### src/rtl/rx_scan_sequencer.sv
// Ultrasound receive scan sequencer: per-shot PR/WAIT/RX/GAP gating over lines and focus zones.
// Optional RX_SEQ_CONT_EN: restart frames back-to-back after END until Stop.
module rx_scan_sequencer #(
  parameter int NUM_LINES  = 128,
  parameter int PR_LEN     = 50,
  parameter int RX_DELAY   = 100,
  parameter int RX_LEN     = 4096,
  parameter int SAMPLE_DIV = 2,
  parameter int LINE_GAP   = 20
) (
  input  logic       clk_50M,
  input  logic       reset_n,
  input  logic       Start,
  input  logic       Stop,
  input  logic [1:0] Focus_Cnt,
  output logic [7:0] Line_Num,
  output logic [1:0] Focus_Num,
  output logic       Pr_Gate,
  output logic       RX_Gate,
  output logic       Sample_Gate,
  output logic       End_Gate,
  output logic       Busy
);

  typedef enum logic [2:0] {
    IDLE, PR, WAIT, RX, GAP, END
  } state_t;

  localparam logic [15:0] PR_LD = 16'(PR_LEN - 1);
  localparam logic [15:0] WT_LD = 16'(RX_DELAY - 1);
  localparam logic [15:0] RX_LD = 16'(RX_LEN - 1);
  localparam logic [15:0] SD_LD = 16'(SAMPLE_DIV - 1);
  localparam logic [15:0] GP_LD = 16'(LINE_GAP - 1);
  localparam logic [7:0]  LAST  = 8'(NUM_LINES - 1);

  state_t      state, state_n;
  logic [15:0] cnt, cnt_n;
  logic [15:0] scnt, scnt_n;
  logic [7:0]  line_n;
  logic [1:0]  focus_n;
  logic [1:0]  fcnt, fcnt_n;
  logic        stop_q, stop_n;
  logic        samp_n;

  always_comb begin
    state_n = state;
    cnt_n   = cnt;
    scnt_n  = scnt;
    line_n  = Line_Num;
    focus_n = Focus_Num;
    fcnt_n  = fcnt;
    samp_n  = 1'b0;
    stop_n  = stop_q | (Stop & (state != IDLE));
    unique case (state)
      IDLE: begin
        if (Start && !Stop) begin
          state_n = PR;
          cnt_n   = PR_LD;
          line_n  = 8'd0;
          focus_n = 2'd0;
          fcnt_n  = Focus_Cnt;
        end
      end
      PR: begin
        if (cnt == 16'd0) begin
          state_n = WAIT;
          cnt_n   = WT_LD;
        end else begin
          cnt_n = cnt - 16'd1;
        end
      end
      WAIT: begin
        if (cnt == 16'd0) begin
          state_n = RX;
          cnt_n   = RX_LD;
          scnt_n  = 16'd0;
          samp_n  = 1'b1;
        end else begin
          cnt_n = cnt - 16'd1;
        end
      end
      RX: begin
        if (cnt == 16'd0) begin
          state_n = GAP;
          cnt_n   = GP_LD;
        end else begin
          cnt_n  = cnt - 16'd1;
          scnt_n = (scnt == 16'd0) ? SD_LD
                                   : scnt - 16'd1;
          samp_n = (scnt_n == 16'd0);
        end
      end
      GAP: begin
        if (cnt != 16'd0) begin
          cnt_n = cnt - 16'd1;
        end else if (stop_q || Stop) begin
          state_n = IDLE;
        end else if (Focus_Num < fcnt) begin
          state_n = PR;
          cnt_n   = PR_LD;
          focus_n = Focus_Num + 2'd1;
        end else if (Line_Num < LAST) begin
          state_n = PR;
          cnt_n   = PR_LD;
          focus_n = 2'd0;
          line_n  = Line_Num + 8'd1;
        end else begin
          state_n = END;
        end
      end
      END: begin
`ifdef RX_SEQ_CONT_EN
        state_n = PR;
        cnt_n   = PR_LD;
        line_n  = 8'd0;
        focus_n = 2'd0;
        fcnt_n  = Focus_Cnt;
`else
        state_n = IDLE;
`endif
      end
      default: state_n = IDLE;
    endcase
    if (state_n == IDLE) stop_n = 1'b0;
  end

  // Gates are registered from next state so they align with the state register.
  always_ff @(posedge clk_50M or negedge reset_n) begin
    if (!reset_n) begin
      state       <= IDLE;
      cnt         <= 16'd0;
      scnt        <= 16'd0;
      fcnt        <= 2'd0;
      stop_q      <= 1'b0;
      Line_Num    <= 8'd0;
      Focus_Num   <= 2'd0;
      Pr_Gate     <= 1'b0;
      RX_Gate     <= 1'b0;
      Sample_Gate <= 1'b0;
      End_Gate    <= 1'b0;
      Busy        <= 1'b0;
    end else begin
      state       <= state_n;
      cnt         <= cnt_n;
      scnt        <= scnt_n;
      fcnt        <= fcnt_n;
      stop_q      <= stop_n;
      Line_Num    <= line_n;
      Focus_Num   <= focus_n;
      Pr_Gate     <= (state_n == PR);
      RX_Gate     <= (state_n == RX);
      Sample_Gate <= samp_n;
      End_Gate    <= (state_n == END);
      Busy        <= (state_n != IDLE);
    end
  end

endmodule

### config.mk
export PLATFORM = sky130hd
export DESIGN_NAME = rx_scan_sequencer
export DESIGN_NICKNAME = d
export VERILOG_FILES = /design/src/rtl/rx_scan_sequencer.sv
export SDC_FILE = /design/constraint.sdc
export NUM_CORES = 1
export LEC_CHECK = 0
export CORE_MARGIN = 2
export CORE_UTILIZATION = 50
export CTS_CLUSTER_SIZE = 16
export DETAILED_ROUTE_END_ITERATION = 8
export PLACE_DENSITY = 0.72
export SYNTH_ARGS = -nofsm -noshare
export SYNTH_HDL_FRONTEND = slang
export SYNTH_SLANG_ARGS = --single-unit
### constraint.sdc
create_clock -name clk_50M -period 1.92 [get_ports clk_50M]
set_input_delay 0.192 -clock clk_50M [delete_from_list [all_inputs] [get_ports clk_50M]]
set_output_delay 0.192 -clock clk_50M [all_outputs]
set_load 0.005 [all_outputs]
==> results.cfg, run 1 <==
[timing]
fin_crit_sh_pct = 110.2
fmax_mhz = 472.6
finalSetupViolCount = 46
rsz0062_at_grt = true
finalSetupTns_ps = -4059
hold_violations = 0
drv_slew = 0
period_minus_slack_ps = 2116
skew_ps = 9.401
worst_slack_ps = -195.7
max_slew_margin_pct = 53.30
worstMarginPinSlew_ps = 697.9

[critical_path]
path_max_fanout = 5
cp.required_ps = 2110
critPathCaptureType = register
cp-start-kind = register
worstPathArrival_ps = 2310
reg2reg_slack_ps = -200
path_class = reg2reg

[clock_network]
clk_latency_ps = 320
cts_tree = done
ctsLongestPathBuffers = 2
path_clk_slew_ps = 100
htreeDepth = 2
cts_made_buffers = 5
cts.sinks = 53
cts_root_buffer = clkbuf_8

[grt]
grt_pass1_vias = 3374
grt_pass1_wl_um = 15290
antenna_found_initial = 0
grt.overflow.total = 0
grt_usage_pct = 26.45
grt_max_degree = 33

[logic_synthesis]
synthCells = 363
synth_area_leader_cell = dfrtp_1
netlist_top_cells_area = dfrtp_1 42%, o21ai_0 5.5%, nor2_1 4.7%
synth.top_cell.area_share_pct = 41.80
synth-seq-cells = 53
synthesis.nets = 373
synth_top_flop_cell = dfrtp_1
yosysSeqAreaShare_pct = 41.80
synth_warnings = 0
postSynthAreaPerCell_sq_um = 8.741
syn_area_sq_mm = 0.003173
postSynth.asyncResetShare_pct = 100.0
synth_cell_type_count = 63
synth_edf_count = 0

[detailed_routing]
ant_nets = 0
post-route-drc-count = 0
vias_per_cell = 6.221
wirelength_um = 9989
wl_per_cell_um = 17.77
drt_pass1_iterations = 5
first_iter_violations = 303
route.vias.total = 3496

[placement]
port-buffer-count = 20
placed_area_sq_mm = 0.004139
post-dp-hpwl_um = 6360
place_inst = 538
place_congestion = 0.9454

[floorplanning]
design.core.area_sq_mm = 0.006241
die_h_um = 83.66
dieArea_sq_mm = 0.006999
row_count = 29
chipWidth_um = 83.66
io_pins = 21
start_util_pct = 50.84

[power_and_ir_drop]
power_density_mw_per_mm2 = 386.3
power_mw = 1.817
max-vdd-ir-drop_mv = 0.2861
power_leakage_nw = 2.059

[flow_run]
max-cap-violations = 0

[cells_and_area]
final_util_pct = 75.38
diodes = 0
fin_nets = 494
final_cells = 562
syn_to_final_growth_pct = 48.26
fin_area_sq_mm = 0.004705
layout-drive-gt1-share_pct = 37.94

[hold_path]
hold_path_class = in2async

[outcome]
violations = negative setup slack
status = finished, violations left
[stage by stage]
| stage | setup slack, ps | hold WS, ps |
|---|---|---|
| after floorplan | -130.7 | -103.6 |
| after global placement | -88.10 | 207.4 |
| after detailed placement | -176.9 | 223.7 |
| after CTS | -145.6 | 401.8 |
| after global routing | -278.9 | 409.5 |
| final | -195.7 | 402.0 |
[sequential cells by signal (all words and copies together), names as in the netlist]
signal and count:
Sample_Gate 1, End_Gate 1, Focus_Num 2, state 3, RX_Gate 1, Busy 1, stop_q 1, fcnt 2
scnt 16, Pr_Gate 1, Line_Num 8, cnt 16
[cell usage after synthesis (3+ instances only)]
cell type	instances
nor2b_1	6
o21a_1	3
clkbuf_1	3
and2_1	6
nor3_1	20
o21ai_0	35
buf_4	4
xor2_1	5
nand3b_1	3
dfrtp_1	53
a21oi_1	22
a31oi_1	6
nand3_1	18
and3_1	5
nor4_1	6
nor4_2	4
buf_2	3
inv_1	12
o21ai_1	3
nand2b_1	7
nand4_1	5
nor2_1	40
ha_1	4
nand2_1	34
o31ai_1	7
[cells by family (layout without fill, tap and decap cells)]
family	after synthesis	in the layout	synth area share, %
AO/OA/AOI/OAI	104	104	21.41
XOR/XNOR	7	7	1.932
adder cells (fa/ha/maj)	4	4	1.577
buffers and inverters	23	145	3.312
flip-flops	53	53	41.80
multiplexers	2	2	0.6703
AND/OR/NAND/NOR	170	170	29.30
[path summary, 6_finish.rpt]
check	from	to	cells after the start
max in group asynchronous	reset_n	cnt[0]	3
hold reg to reg	fcnt[0]	fcnt[0]	2
setup / recovery	cnt[1]	cnt[9]	10
min in group clk_50M	Focus_Cnt[0]	fcnt[0]	3
hold / removal	reset_n	scnt[2]	2
setup reg to reg	cnt[1]	cnt[9]	10
[layout by cell type (no fill, tap or decap), drive strengths merged, types with 10 or more instances in the layout]
cell type	count
a21oi	22
buf	105
clkdlybuf4s50	19
dfrtp	53
inv	12
nand2	34
nand3	18
nor2	40
nor3	21
nor4	10
o21ai	40
[layer usage]
layer | vias up | GRT usage, % | wire (um)
li1 | 1576 | - | -
met1 | 1686 | 33.27 | 3890
met2 | 196 | 46.40 | 5101
met3 | 38 | 3.660 | 685
met4 | 0 | 9.531 | 312
met5 | - | 0 | 0
[timing repair]
item,in CTS,in global routing
setup buffers,5,11
gates resized for setup,38,61
hold buffers,1,0
pin swaps,10,24
endpoints found under the hold margin,21,0
endpoints found under the setup margin,46,50
[critical path, stage by stage, from the launching register on]
cell and delay (ps):
dfrtp_1 400, inv_2 90, ha_4 140, nor4b_4 270, nand4_4 220, buf_4 200, a21oi_4 170, buf_4 150
a21oi_1 60, o21ai_0 180, o21ai_0 120
[layout make-up]
class	instances	area [sq um]
multi-input combinational	287	2090
inverter	12	45.04
tap	77	96.34
fill	411	1536
timing repair buffer	125	1061
sequential	53	1326
clock buffer	5	68.82
clock inverter	3	17.52
[where the power goes]
group / switching, mW / internal (mW)
clock: 0.396 / 0.253
sequential: 0.000780 / 1.12
combinational: 0.0313 / 0.0189
No activity file was read; power rests on OpenSTA's default activity.
==> run 2, diff against run 1 <==
- ABC_CLOCK_PERIOD_IN_PS: not set -> 1920
- MAX_ROUTING_LAYER: not set -> met4
==> run 2 against run 1 <==
Against the previous run:
- the flow still finishes with violations (negative setup slack)
- clock skew fell by 1.4 ps
- first-iteration DRC count grew 4.0%
- largest power group unchanged
- die area unchanged
- sequential share of layout area is the same
- critical path depth stayed put
- final cell count unchanged
- clock-buffer cell count did not move
- clock power hardly changed
- register-to-register slack hardly changed
- worst hold slack better by 4.3 ps
- sequential power about the same
- routed wire length rose by 0.90%
==> results.cfg, run 2 (synthesized netlist as in run 1, its figures left out) <==
[critical_path]
path_max_fanout = 5
timing.rr.start = cnt[1]
cp.required_ps = 2120
worst_r2r_path_depth = 10
worstPathArrival_ps = 2310
reg2reg_to = cnt[7]
cp-start-kind = register
path_class = reg2reg
critPathCaptureType = register
reg2reg_slack_ps = -190

[cells_and_area]
syn_to_final_growth_pct = 48.26
fin_nets = 494
final_util_pct = 75.38
top_regs = cnt x16, scnt x16, Line_Num x8
final_cell_mix = 91 x buf_4, 53 x dfrtp_1, 34 x nor2_1
final_cells = 562
diodes = 0
layout-drive-gt1-share_pct = 37.94
final_common_cell = buf_4

[floorplanning]
die_h_um = 83.66
design.core.area_sq_mm = 0.006241
start_util_pct = 50.84
chipWidth_um = 83.66
io_pins = 21
row_count = 29
dieArea_sq_mm = 0.006999

[power_and_ir_drop]
power_density_mw_per_mm2 = 386.6
power_leakage_nw = 2.059
power_mw = 1.819
max-vdd-ir-drop_mv = 0.2861

[detailed_routing]
route.vias.total = 3469
first_iter_violations = 315
post-route-drc-count = 0
ant_nets = 0
vias_per_cell = 6.173
wl_per_cell_um = 17.93
wirelength_um = 10080
drt_pass1_iterations = 5

[placement]
place_congestion = 0.9626
port-buffer-count = 20
place_inst = 538
post-dp-hpwl_um = 6360

[timing]
rsz0062_at_grt = true
fmax_mhz = 473.2
worst_slack_ps = -193.4
finalSetupViolCount = 45
hold_violations = 0
skew_ps = 7.969
worstMarginPinSlew_ps = 699.2
drv_slew = 0
finalSetupTns_ps = -3837
period_minus_slack_ps = 2113
max_slew_margin_pct = 53.22
fin_crit_sh_pct = 110.1

[grt]
grt_max_degree = 33
grt.overflow.total = 0
grt_pass1_wl_um = 15290
antenna_found_initial = 0
grt_pass1_vias = 3383
grt_usage_pct = 27.20

[flow_run]
max-cap-violations = 0

[clock_network]
cts.sinks = 53
clk_latency_ps = 310
cts_root_buffer = clkbuf_8
cts_tree = done
path_clk_slew_ps = 100
cts_made_buffers = 5
htreeDepth = 2
ctsLongestPathBuffers = 2

[hold_path]
hold_path_class = in2async

[outcome]
status = finished, violations left
violations = negative setup slack
run 2: cell counts in the layout (fill, tap and decap cells not counted):
Identical to the previous run, type by type.
run 2: per-stage QoR:
| step | hold slack, ps | area [sq um] | setup slack [ps] |
|---|---|---|---|
| after floorplan | -103.6 | 3202 | -130.7 |
| after global placement | 207.4 | 4139 | -88.10 |
| after detailed placement | 223.7 | 4139 | -176.9 |
| after CTS | 401.8 | 4409 | -145.6 |
| after global routing | 409.5 | 4705 | -269.4 |
| final | 406.3 | 4705 | -193.4 |
run 2: routing by layer:
| layer | global-route usage (%) | part of all wire (%) |
|---|---|---|
| met3 | 3.660 | 5.8 |
| met5 | - | 0 |
| met1 | 33.27 | 40 |
| met2 | 46.40 | 51 |
| met4 | 9.531 | 3.0 |
run 2: cell type report:
class | instances | area [sq um]
Timing Repair Buffer | 125 | 1061
Multi-Input combinational cell | 287 | 2090
Fill cell | 411 | 1536
Clock inverter | 3 | 17.52
Sequential cell | 53 | 1326
Tap cell | 77 | 96.34
Clock buffer | 5 | 68.82
Inverter | 12 | 45.04
run 2: worst max-delay path by stage:
| stage | endpoint | from | cells after the start |
|---|---|---|---|
| 2_1_floorplan | Focus_Num[0] | cnt[0] | 7 |
| 3_3_place_gp | cnt[4] | cnt[1] | 9 |
| 4_1_cts | scnt[1] | cnt[1] | 9 |
| 6_report | cnt[7] | cnt[1] | 10 |
| 3_5_place_dp | cnt[4] | cnt[1] | 9 |
| 5_1_grt | scnt[1] | cnt[1] | 9 |
run 2: power breakdown:
part | total [mW] | internal, mW | switching (mW)
logic | 0.0508 | 0.0189 | 0.0319
registers | 1.12 | 1.12 | 0.000777
clock network | 0.650 | 0.253 | 0.397
run 2: critical path: stages (launching register included):
cell and delay [ps]:
dfrtp_1 400, inv_2 90, ha_4 140, nor4b_4 270, nand4_4 210, buf_4 200, a21oi_4 170, buf_4 150
a21oi_1 70, o21ai_0 190, nand3_1 110
run 2: timing repair:
action | CTS | global route
hold endpoints to repair | 21 | 0
pin swaps | 10 | 24
hold buffers | 1 | 0
resized for setup | 38 | 61
cloned | 0 | 0
setup endpoints to repair | 46 | 50
buffers inserted | 5 | 11
==> run 3, diff against run 2 <==
- PLACE_DENSITY: 0.72 -> 0.75
==> run 3 against run 2 <==
Against the previous run:
- the flow finishes with violations (negative hold slack, negative setup slack)
- fmax is 3.6% lower
- largest power group unchanged
- non-clock buffer count is 9 higher
- critical endpoint unchanged
- sequential share of layout area down 1.1 points
- power up 9.2%
- register-to-register slack got worse by 80 ps
- routed wire length is 9.4% higher
- clock skew rose by 2.3 ps
- die area is the same
==> results.cfg, run 3 (synthesized netlist as in run 1, its figures left out) <==
[timing]
max_slew_margin_pct = 54.38
worst_slack_ps = -272.9
rsz0062_at_grt = true
fin_crit_sh_pct = 114.2
worstMarginPinSlew_ps = 684.3
period_minus_slack_ps = 2193
hold_slack_ps = -22.82
hold_violations = 17
finalSetupViolCount = 49
finalSetupTns_ps = -5153
skew_ps = 10.23
fmax_mhz = 456.0
drv_slew = 0

[outcome]
status = finished, violations left
violations = negative hold slack, negative setup slack

[cells_and_area]
fin_area_sq_mm = 0.004891
ff_latch_area_sq_mm = 0.001326
fin_nets = 503
final_common_cell = buf_4
fill_cells = 374
top_regs = cnt x16, scnt x16, Line_Num x8
final_cell_mix = 93 x buf_4, 53 x dfrtp_1, 31 x nor2_1
syn_to_final_growth_pct = 54.14
layout-drive-gt1-share_pct = 43.32
multi_input_area_sq_mm = 0.002168
final_util_pct = 78.37
diodes = 0

[critical_path]
cp.required_ps = 2100
critPathCaptureType = register
path_max_fanout = 5
cp-start-kind = register
path_class = reg2reg
worstPathArrival_ps = 2370

[detailed_routing]
vias_per_cell = 6.233
route.vias.total = 3559
wirelength_um = 11030
post-route-drc-count = 0
drt_pass1_iterations = 5
ant_nets = 0
wl_per_cell_um = 19.32
first_iter_violations = 228

[floorplanning]
design.core.area_sq_mm = 0.006241
row_count = 29
chipWidth_um = 83.66
die_h_um = 83.66
start_util_pct = 50.84
io_pins = 21
dieArea_sq_mm = 0.006999

[power_and_ir_drop]
switchingPower_mw = 0.4544
intPower_mw = 1.531
switching_share_pct = 22.89
combPwrFrac_pct = 2.3
power_density_mw_per_mm2 = 406.0
clockPowerShare_pct = 41.4
p_seq_share_pct = 56.3
max-vdd-ir-drop_mv = 0.3481
power_leakage_nw = 2.184

[flow_run]
max-cap-violations = 0

[clock_network]
cts.sinks = 53
cts_made_buffers = 5
hold_buffers = 0
path_clk_slew_ps = 110
cts_root_buffer = clkbuf_8
ctsLongestPathBuffers = 2
cts_tree = done
clk_latency_ps = 320
htreeDepth = 2

[placement]
placed_area_sq_mm = 0.004156
port-buffer-count = 20
place_congestion = 0.9138
post-dp-hpwl_um = 6352

[grt]
grt_pass1_wl_um = 16560
grt_usage_pct = 29.93
antenna_found_initial = 0
grt_max_degree = 54
grt.overflow.total = 0
grt_pass1_vias = 3575

[hold_path]
hold_path_class = in2async
run 3: changes by cell type in the layout (fill, tap and decap cells not counted), moves of 3 or more:
cell and change:
o21ai_0 -6, buf_6 +10, nor2_1 -3, nand2_4 +3
a21oi_1 -8, o21ai_2 +10, a21oi_2 +10
run 3: worst paths after layout:
check / slack [ps] / start / end / depth (start not counted)
setup / recovery: -270 / cnt[1] / cnt[7] / 9
hold / removal: -20 / reset_n / scnt[5] / 2
setup reg to reg: -270 / cnt[1] / cnt[7] / 9
hold reg to reg: 520 / fcnt[0] / fcnt[0] / 2
max in group asynchronous: 1490 / reset_n / RX_Gate / 2
min in group clk_50M: 380 / Focus_Cnt[0] / fcnt[0] / 3
run 3: worst max-delay path, cell delays in order (launching register included):
cell,delay [ps]
dfrtp_1,400
inv_2,90
ha_4,140
nor4b_4,260
nand4_4,210
a21oi_1,310
buf_4,210
and2_4,170
or3b_4,130
nand3_1,130
run 3: repair_timing:
item,in CTS,in global routing
endpoints found under the setup margin,42,51
pin swaps,36,31
buffers inserted,19,7
cloned,1,0
gates resized for setup,73,67
endpoints found under the hold margin,0,0
run 3: metrics by stage:
stage | cells | setup slack [ps] | power (mW) | hold WS, ps
6_report | 571 | -272.9 | 1.986 | -22.82
5_1_grt | 571 | -333.1 | 2.036 | 51.97
4_1_cts | 568 | -132.0 | 1.982 | 18.42
3_5_place_dp | 542 | -184.8 | 1.185 | 367.9
3_3_place_gp | 542 | -131.2 | 1.184 | 356.6
2_1_floorplan | 363 | -130.7 | 1.146 | -103.6
run 3: routing by layer:
metal  global-route usage, %  vias up  wire length, um
met5                       -        -                0
met4                   12.17        0              429
met3                   4.451       53              618
met2                   53.16      181             5698
met1                   33.74     1726             4286
li1                        -     1599                -
run 3: area by class of cell:
cell class | count | area share, %
clock inverter | 3 | 0.9721
tap | 77 | 1.970
multi-input combinational | 287 | 44.33
inverter | 12 | 0.9210
clock buffer | 5 | 1.407
sequential | 53 | 27.12
timing repair buffer | 134 | 23.28
run 3: power by group through the flow:
stage / registers, mW / clock network, mW / logic (mW)
floorplan: 1.14 / 0 / 0.00612
global placement: 1.14 / 0 / 0.0438
detailed placement: 1.14 / 0 / 0.0452
CTS: 1.12 / 0.818 / 0.0453
global route: 1.12 / 0.865 / 0.0520
finish: 1.12 / 0.822 / 0.0451
